**config.mk**
```make
export PLATFORM = sky130hd
export DESIGN_NAME = cpu_run_ctrl
export DESIGN_NICKNAME = d
export VERILOG_FILES = /design/src/rtl/cpu_run_ctrl.sv
export SDC_FILE = /design/constraint.sdc
export NUM_CORES = 1
export LEC_CHECK = 0
export ABC_AREA = 0
export BUFFER_PORTS_ARGS = -buffer_cell sky130_fd_sc_hd__buf_2
export CAP_MARGIN = 10
export CORE_MARGIN = 4
export CORE_UTILIZATION = 48
export CTS_CLUSTER_SIZE = 12
export DETAILED_ROUTE_END_ITERATION = 8
export PLACE_DENSITY = 0.77
export SLEW_MARGIN = 20
export SYNTH_ARGS = -nofsm -noshare
export SYNTH_HDL_FRONTEND = slang
export SYNTH_SLANG_ARGS = --single-unit
```
**constraint.sdc**
```tcl
create_clock -name clk_i -period 2.3 [get_ports clk_i]
set_input_delay 0.46 -clock clk_i [delete_from_list [all_inputs] [get_ports clk_i]]
set_output_delay 0.46 -clock clk_i [all_outputs]
set_load 0.1 [all_outputs]
```
**src/rtl/cpu_run_ctrl.sv**
```systemverilog
// cpu_run_ctrl: handshaked load/pad/run/report sequencer for a small CPU.
// Loads a program image from a valid/ready stream into program memory, pads the
// remaining addresses with PAD_WORD, runs the CPU for a bounded number of cycles,
// then freezes it and captures one result word from data memory.
// Ports:
//   clk_i, rst_ni             clock, asynchronous active-low reset
//   start_i                   begin load+run (accepted in IDLE/DONE only)
//   prog_len_i, run_cycles_i  image length and cycle limit (0 = no limit)
//   in_valid_i/in_ready_o/in_data_i  load stream
//   rom_we_o/rom_waddr_o/rom_wdata_o program memory write port (combinational)
//   cpu_reset_o, cpu_run_o, cpu_halt_i CPU control
//   ram_raddr_o, ram_rdata_i  result read port (1-cycle latency)
//   busy_o, done_o, timeout_o, result_o status and captured result
module cpu_run_ctrl #(
    parameter int ADDR_W = 8,
    parameter int DATA_W = 16,
    parameter int RAM_AW = 8,
    parameter logic [RAM_AW-1:0] RES_ADDR = '0,
    parameter logic [DATA_W-1:0] PAD_WORD = '0,
    parameter int CYC_W = 16
) (
    input  logic              clk_i,
    input  logic              rst_ni,
    input  logic              start_i,
    input  logic [ADDR_W:0]   prog_len_i,
    input  logic [CYC_W-1:0]  run_cycles_i,
    input  logic              in_valid_i,
    output logic              in_ready_o,
    input  logic [DATA_W-1:0] in_data_i,
    output logic              rom_we_o,
    output logic [ADDR_W-1:0] rom_waddr_o,
    output logic [DATA_W-1:0] rom_wdata_o,
    output logic              cpu_reset_o,
    output logic              cpu_run_o,
    input  logic              cpu_halt_i,
    output logic [RAM_AW-1:0] ram_raddr_o,
    input  logic [DATA_W-1:0] ram_rdata_i,
    output logic              busy_o,
    output logic              done_o,
    output logic              timeout_o,
    output logic [DATA_W-1:0] result_o
);
    localparam logic [ADDR_W:0] DEPTH = {1'b1, {ADDR_W{1'b0}}};
    localparam logic [ADDR_W:0] ONE_A = 1;
    localparam logic [CYC_W-1:0] ONE_C = 1;

    typedef enum logic [2:0] {IDLE, LOAD, PAD, RUN, WAIT, DONE} state_e;

    state_e            state_q, state_d;
    logic [ADDR_W:0]   addr_q, len_q, len_in;
    logic [CYC_W-1:0]  cyc_q, limit_q;
    logic              timeout_q;
    logic [DATA_W-1:0] result_q;
    logic              in_ready_q, in_ready_d;
    logic              busy_q, busy_d;
    logic              done_q, done_d;
    logic              cpu_run_q, cpu_run_d;
    logic              cpu_reset_q, cpu_reset_d;
    logic              accept, beat, last_load, pad_end, lim_hit;

    assign accept    = start_i && (state_q == IDLE || state_q == DONE);
    assign len_in    = prog_len_i > DEPTH ? DEPTH : prog_len_i;
    assign beat      = state_q == LOAD && in_valid_i && in_ready_q;
    assign last_load = beat && addr_q == len_q - ONE_A;
    assign pad_end   = state_q == PAD && addr_q[ADDR_W-1:0] == '1;
    assign lim_hit   = limit_q != '0 && cyc_q == limit_q - ONE_C;

    // State register
    always_ff @(posedge clk_i or negedge rst_ni) begin
        if (!rst_ni) state_q <= IDLE;
        else         state_q <= state_d;
    end

    // Next-state logic
    always_comb begin
        state_d = state_q;
        case (state_q)
            IDLE, DONE: if (accept) state_d = len_in != '0 ? LOAD : PAD;
            LOAD:       if (last_load) state_d = len_q != DEPTH ? PAD : RUN;
            PAD:        if (pad_end) state_d = RUN;
            RUN:        if (cpu_halt_i || lim_hit) state_d = WAIT;
            WAIT:       state_d = DONE;
            default:    state_d = IDLE;
        endcase
    end

    // Registered outputs decoded from the next state; the CPU stays frozen
    // (not reset) through WAIT and the first DONE cycle so RAM is untouched.
    always_comb begin
        in_ready_d  = state_d == LOAD;
        busy_d      = state_d inside {LOAD, PAD, RUN, WAIT};
        done_d      = state_d == DONE;
        cpu_run_d   = state_d == RUN;
        cpu_reset_d = !(state_d == RUN || state_d == WAIT || (state_d == DONE && state_q == WAIT));
    end

    always_ff @(posedge clk_i or negedge rst_ni) begin
        if (!rst_ni) begin
            in_ready_q  <= 1'b0;
            busy_q      <= 1'b0;
            done_q      <= 1'b0;
            cpu_run_q   <= 1'b0;
            cpu_reset_q <= 1'b1;
        end else begin
            in_ready_q  <= in_ready_d;
            busy_q      <= busy_d;
            done_q      <= done_d;
            cpu_run_q   <= cpu_run_d;
            cpu_reset_q <= cpu_reset_d;
        end
    end

    // Datapath: address/cycle counters, latched parameters, status and result
    always_ff @(posedge clk_i or negedge rst_ni) begin
        if (!rst_ni) begin
            addr_q    <= '0;
            len_q     <= '0;
            limit_q   <= '0;
            cyc_q     <= '0;
            timeout_q <= 1'b0;
            result_q  <= '0;
        end else begin
            if (accept) begin
                len_q     <= len_in;
                limit_q   <= run_cycles_i;
                addr_q    <= '0;
                timeout_q <= 1'b0;
                result_q  <= '0;
            end else if (beat || state_q == PAD) begin
                addr_q <= addr_q + ONE_A;
            end
            cyc_q <= state_q != RUN ? '0 : (cyc_q == '1 ? cyc_q : cyc_q + ONE_C);
            if (state_q == RUN && !cpu_halt_i && lim_hit) timeout_q <= 1'b1;
            if (state_q == WAIT) result_q <= ram_rdata_i;
        end
    end

    assign rom_we_o    = beat || state_q == PAD;
    assign rom_waddr_o = addr_q[ADDR_W-1:0];
    assign rom_wdata_o = state_q == LOAD ? in_data_i : (state_q == PAD ? PAD_WORD : '0);
    assign in_ready_o  = in_ready_q;
    assign busy_o      = busy_q;
    assign done_o      = done_q;
    assign cpu_run_o   = cpu_run_q;
    assign cpu_reset_o = cpu_reset_q;
    assign timeout_o   = timeout_q;
    assign result_o    = result_q;
    assign ram_raddr_o = RES_ADDR;
endmodule

```
==> flow_metrics.env <==
export IMPL_place_congestion=0.8696
export IMPL_num_vias=3955
export IMPL_yosysWarnings=0
export IMPL_synthArstFlopShare_pct=100.0
export IMPL_finalMaxSlewViolations=0
export IMPL_dieArea_sq_um=10780
export IMPL_clk_latency_ps=350
export IMPL_layout_drive_gt1_share_pct=36.90
export IMPL_synth_mux_area_share_pct=4.060
export IMPL_grt_max_degree=43
export IMPL_die_h_um=103.8
export IMPL_synth_xor_area_share_pct=10.53
export IMPL_hold_violations=0
export IMPL_tightest_slew_ps=707.7
export IMPL_setup_viol=1
export IMPL_synthFlopType="dfrtp_1"
export IMPL_holdWs_ps=156.5
export IMPL_avgSynthCellArea_sq_um=9.258
export IMPL_cp_arrival_ps=2620
export IMPL_drtPass1Iterations=4
export IMPL_yosysUniqueCellTypes=63
export IMPL_start_util_pct=50.04
export IMPL_clkTransAtPathRegs_ps=90
export IMPL_hp_class="input port to asynchronous set/reset pin"
export IMPL_status="finished, violations left"
export IMPL_slew_headroom_pct=52.82
export IMPL_setup_worst_path_class="flip-flop to flip-flop"
export IMPL_fin_crit_sh_pct=101.5
export IMPL_drt_wl_total_um=11950
export IMPL_grtUsageTotal_pct=21.76
export IMPL_antenna_left=0
export IMPL_synth_compound_area_share_pct=11.67
export IMPL_critPathRequiredTime_ps=2580
export IMPL_finish_utilization_pct=66.24
export IMPL_finalNetCount=669
export IMPL_violations="negative setup slack"
export IMPL_seq_power_share_pct=28.0
export IMPL_grt_overflow_total=0
export IMPL_synth_simple_area_share_pct=24.22
export IMPL_total_leakage_power_nw=2.682
export IMPL_fin_ws_ps=-34.79
export IMPL_swShare_pct=49.03
export IMPL_numCtsBuffers=9
export IMPL_synth_seq_cells=75
export IMPL_wl_per_cell_um=16.71
export IMPL_cts_tree="built"
export IMPL_yosys_top_cells_area="dfrtp_1 (42%), xor2_1 (6.2%), nand2_1 (5.3%)"
export IMPL_synth_top_area_share_pct=42.02
export IMPL_synthAdderAreaFrac_pct=1.420
export IMPL_synth_yosys_seq_area_share_pct=42.62
export IMPL_startpoint_type="flip-flop"
export IMPL_portBuffers=108
export IMPL_avgViaCountPerCell=5.531
export IMPL_htree_levels=3
export IMPL_path_max_fanout=3
export IMPL_p_per_area_nw_per_um2=1264
export IMPL_coreArea_sq_um=8806
export IMPL_clockBufferDepth=2
export IMPL_synth_edf_count=0
export IMPL_synth_top_cell_by_area="dfrtp_1"
export IMPL_hpwlAfterDp_um=8968
export IMPL_grt_pass1_wl_um=19490
export IMPL_grt_antenna_before_repair=0
export IMPL_syn_inst=476
export IMPL_pre_cts_ws_ps=-31.46
export IMPL_drc_errors=0
export IMPL_r2r_cells=8
export IMPL_io_pins=117
export IMPL_ir_drop_uv=662.3
export IMPL_rows=34
export IMPL_syn_area_sq_um=4407
export IMPL_num_antenna_cells=0
export IMPL_cts_root_buf="clkbuf_8"
export IMPL_fin_crit_ps=2335
export IMPL_drtIter0Drc=224
export IMPL_clkPwrFrac_pct=15.6
export IMPL_timing_fmax_mhz=428.3
export IMPL_max_cap_violations=0
export IMPL_area_growth_pct=32.37
export IMPL_clock_skew_ps=10.94
export IMPL_synth_top_family_by_area="simple AND/OR/NAND/NOR gates"
export IMPL_rsz0062_at_grt="true"
export IMPL_cts_sinks=75
export IMPL_grt_pass1_vias=4078
export IMPL_comb_power_share_pct=56.4
export IMPL_p_switching_w=0.003615
export IMPL_crit_path_end_kind="flip-flop"
export IMPL_ctsHoldBuffers=0
export IMPL_p_int_w=0.003759
export IMPL_fp_dieW_um=103.8
final timing paths:
check / from / end / slack, ps
setup reg to reg: limit_q[0] / state_q[2] / -30
hold / removal: rst_ni / busy_o / 160
max in group asynchronous: rst_ni / result_o[10] / 1440
hold reg to reg: result_o[1] / result_o[1] / 530
min in group clk_i: ram_rdata_i[0] / result_o[0] / 310
setup / recovery: limit_q[0] / state_q[2] / -30
through the flow:
step	power [W]	TNS (ps)	cell area, sq um	cells
final	0.007374	-34.79	5833	715
after global routing	0.007781	-455.2	5833	715
after CTS	0.007230	0	5718	714
after detailed placement	0.006017	-31.46	5468	697
after global placement	0.005927	0	5468	697
after floorplan	0.004935	-6.631	4461	483
kinds of logic after synthesis:
logic type | Yosys count
AOI/OAI and AO/OA | 76
xor gates and xnor gates | 53
adders and majority gates | 5
buffers and inverters | 46
DFF | 75
muxes | 16
other | 1
and+or+nand+nor | 204
registers in the layout, summed over array words and instances, names as in the netlist:
signal and cells:
addr_q 9, done_o 1, busy_o 1, len_q 9
state_q 3, cyc_q 16, result_o 16, in_ready_o 1
limit_q 16, cpu_reset_o 1, timeout_o 1, cpu_run_o 1
cell type report:
cell class	count	area, sq um
clock buffer	10	137.6
sequential	75	1883
clock inverter	6	88.84
multi-input combinational	362	2461
inverter	9	33.78
fill	699	2973
timing repair buffer	145	1094
tap	108	135.1
synthesized netlist by cell type (3+ instances only):
master    instances
a211oi_1          5
a21oi_1           7
and2_1           18
and3_1            8
buf_2             4
buf_4            16
clkbuf_1         16
dfrtp_1          74
ha_1              5
inv_1             9
mux2_2           15
nand2_1          62
nand2b_1          5
nand3_1          13
nand3b_1         12
nand4_1           7
nor2_1           38
nor2b_1           4
nor3_1            8
nor4_1            7
o21a_1            4
o21ai_0          34
or4_1             3
xnor2_1          22
xor2_1           31
layout by cell type, fill, tap and decap left out, types with 8 or more instances in the layout:
cell type,synthesis,final
and2_1,18,8
xor2_1,31,31
o21ai_0,34,33
clkbuf_8,0,10
nand2_1,62,62
dfrtp_1,74,72
conb_1,1,8
buf_4,16,34
buf_2,4,91
buf_12,0,18
nand3_1,13,13
mux2_2,15,15
and2_2,0,10
xnor2_1,22,21
nand3b_1,12,12
nor2_1,38,36
power by group through the flow:
stage | logic, W | clock network (W) | registers [W]
3_3_place_gp | 0.00390 | 0 | 0.00203
6_report | 0.00416 | 0.00115 | 0.00206
4_1_cts | 0.00401 | 0.00118 | 0.00204
3_5_place_dp | 0.00396 | 0 | 0.00205
2_1_floorplan | 0.00246 | 0 | 0.00248
5_1_grt | 0.00440 | 0.00126 | 0.00212
critical path, cell delays in order, from the launching register on:
cell       delay (ps)
dfrtp_1           410
or4_4             560
o21a_1            220
a211oi_1          290
o21a_1            210
o2111ai_2         140
buf_4             180
o21bai_1          140
a21o_1            130
routing by layer:
metal	track usage [%]	wire length, um	up-vias
li1	-	-	1877
met1	26.05	4903	1920
met2	38.35	6045	134
met3	5.410	691	24
met4	6.933	306	0
met5	0	0	-
what timing repair did:
item,4_1_cts,5_1_grt
setup endpoints to repair,19,23
pin swaps,1,10
setup buffers,1,1
gates resized for setup,5,24
(Power assumes the default switching activity.)
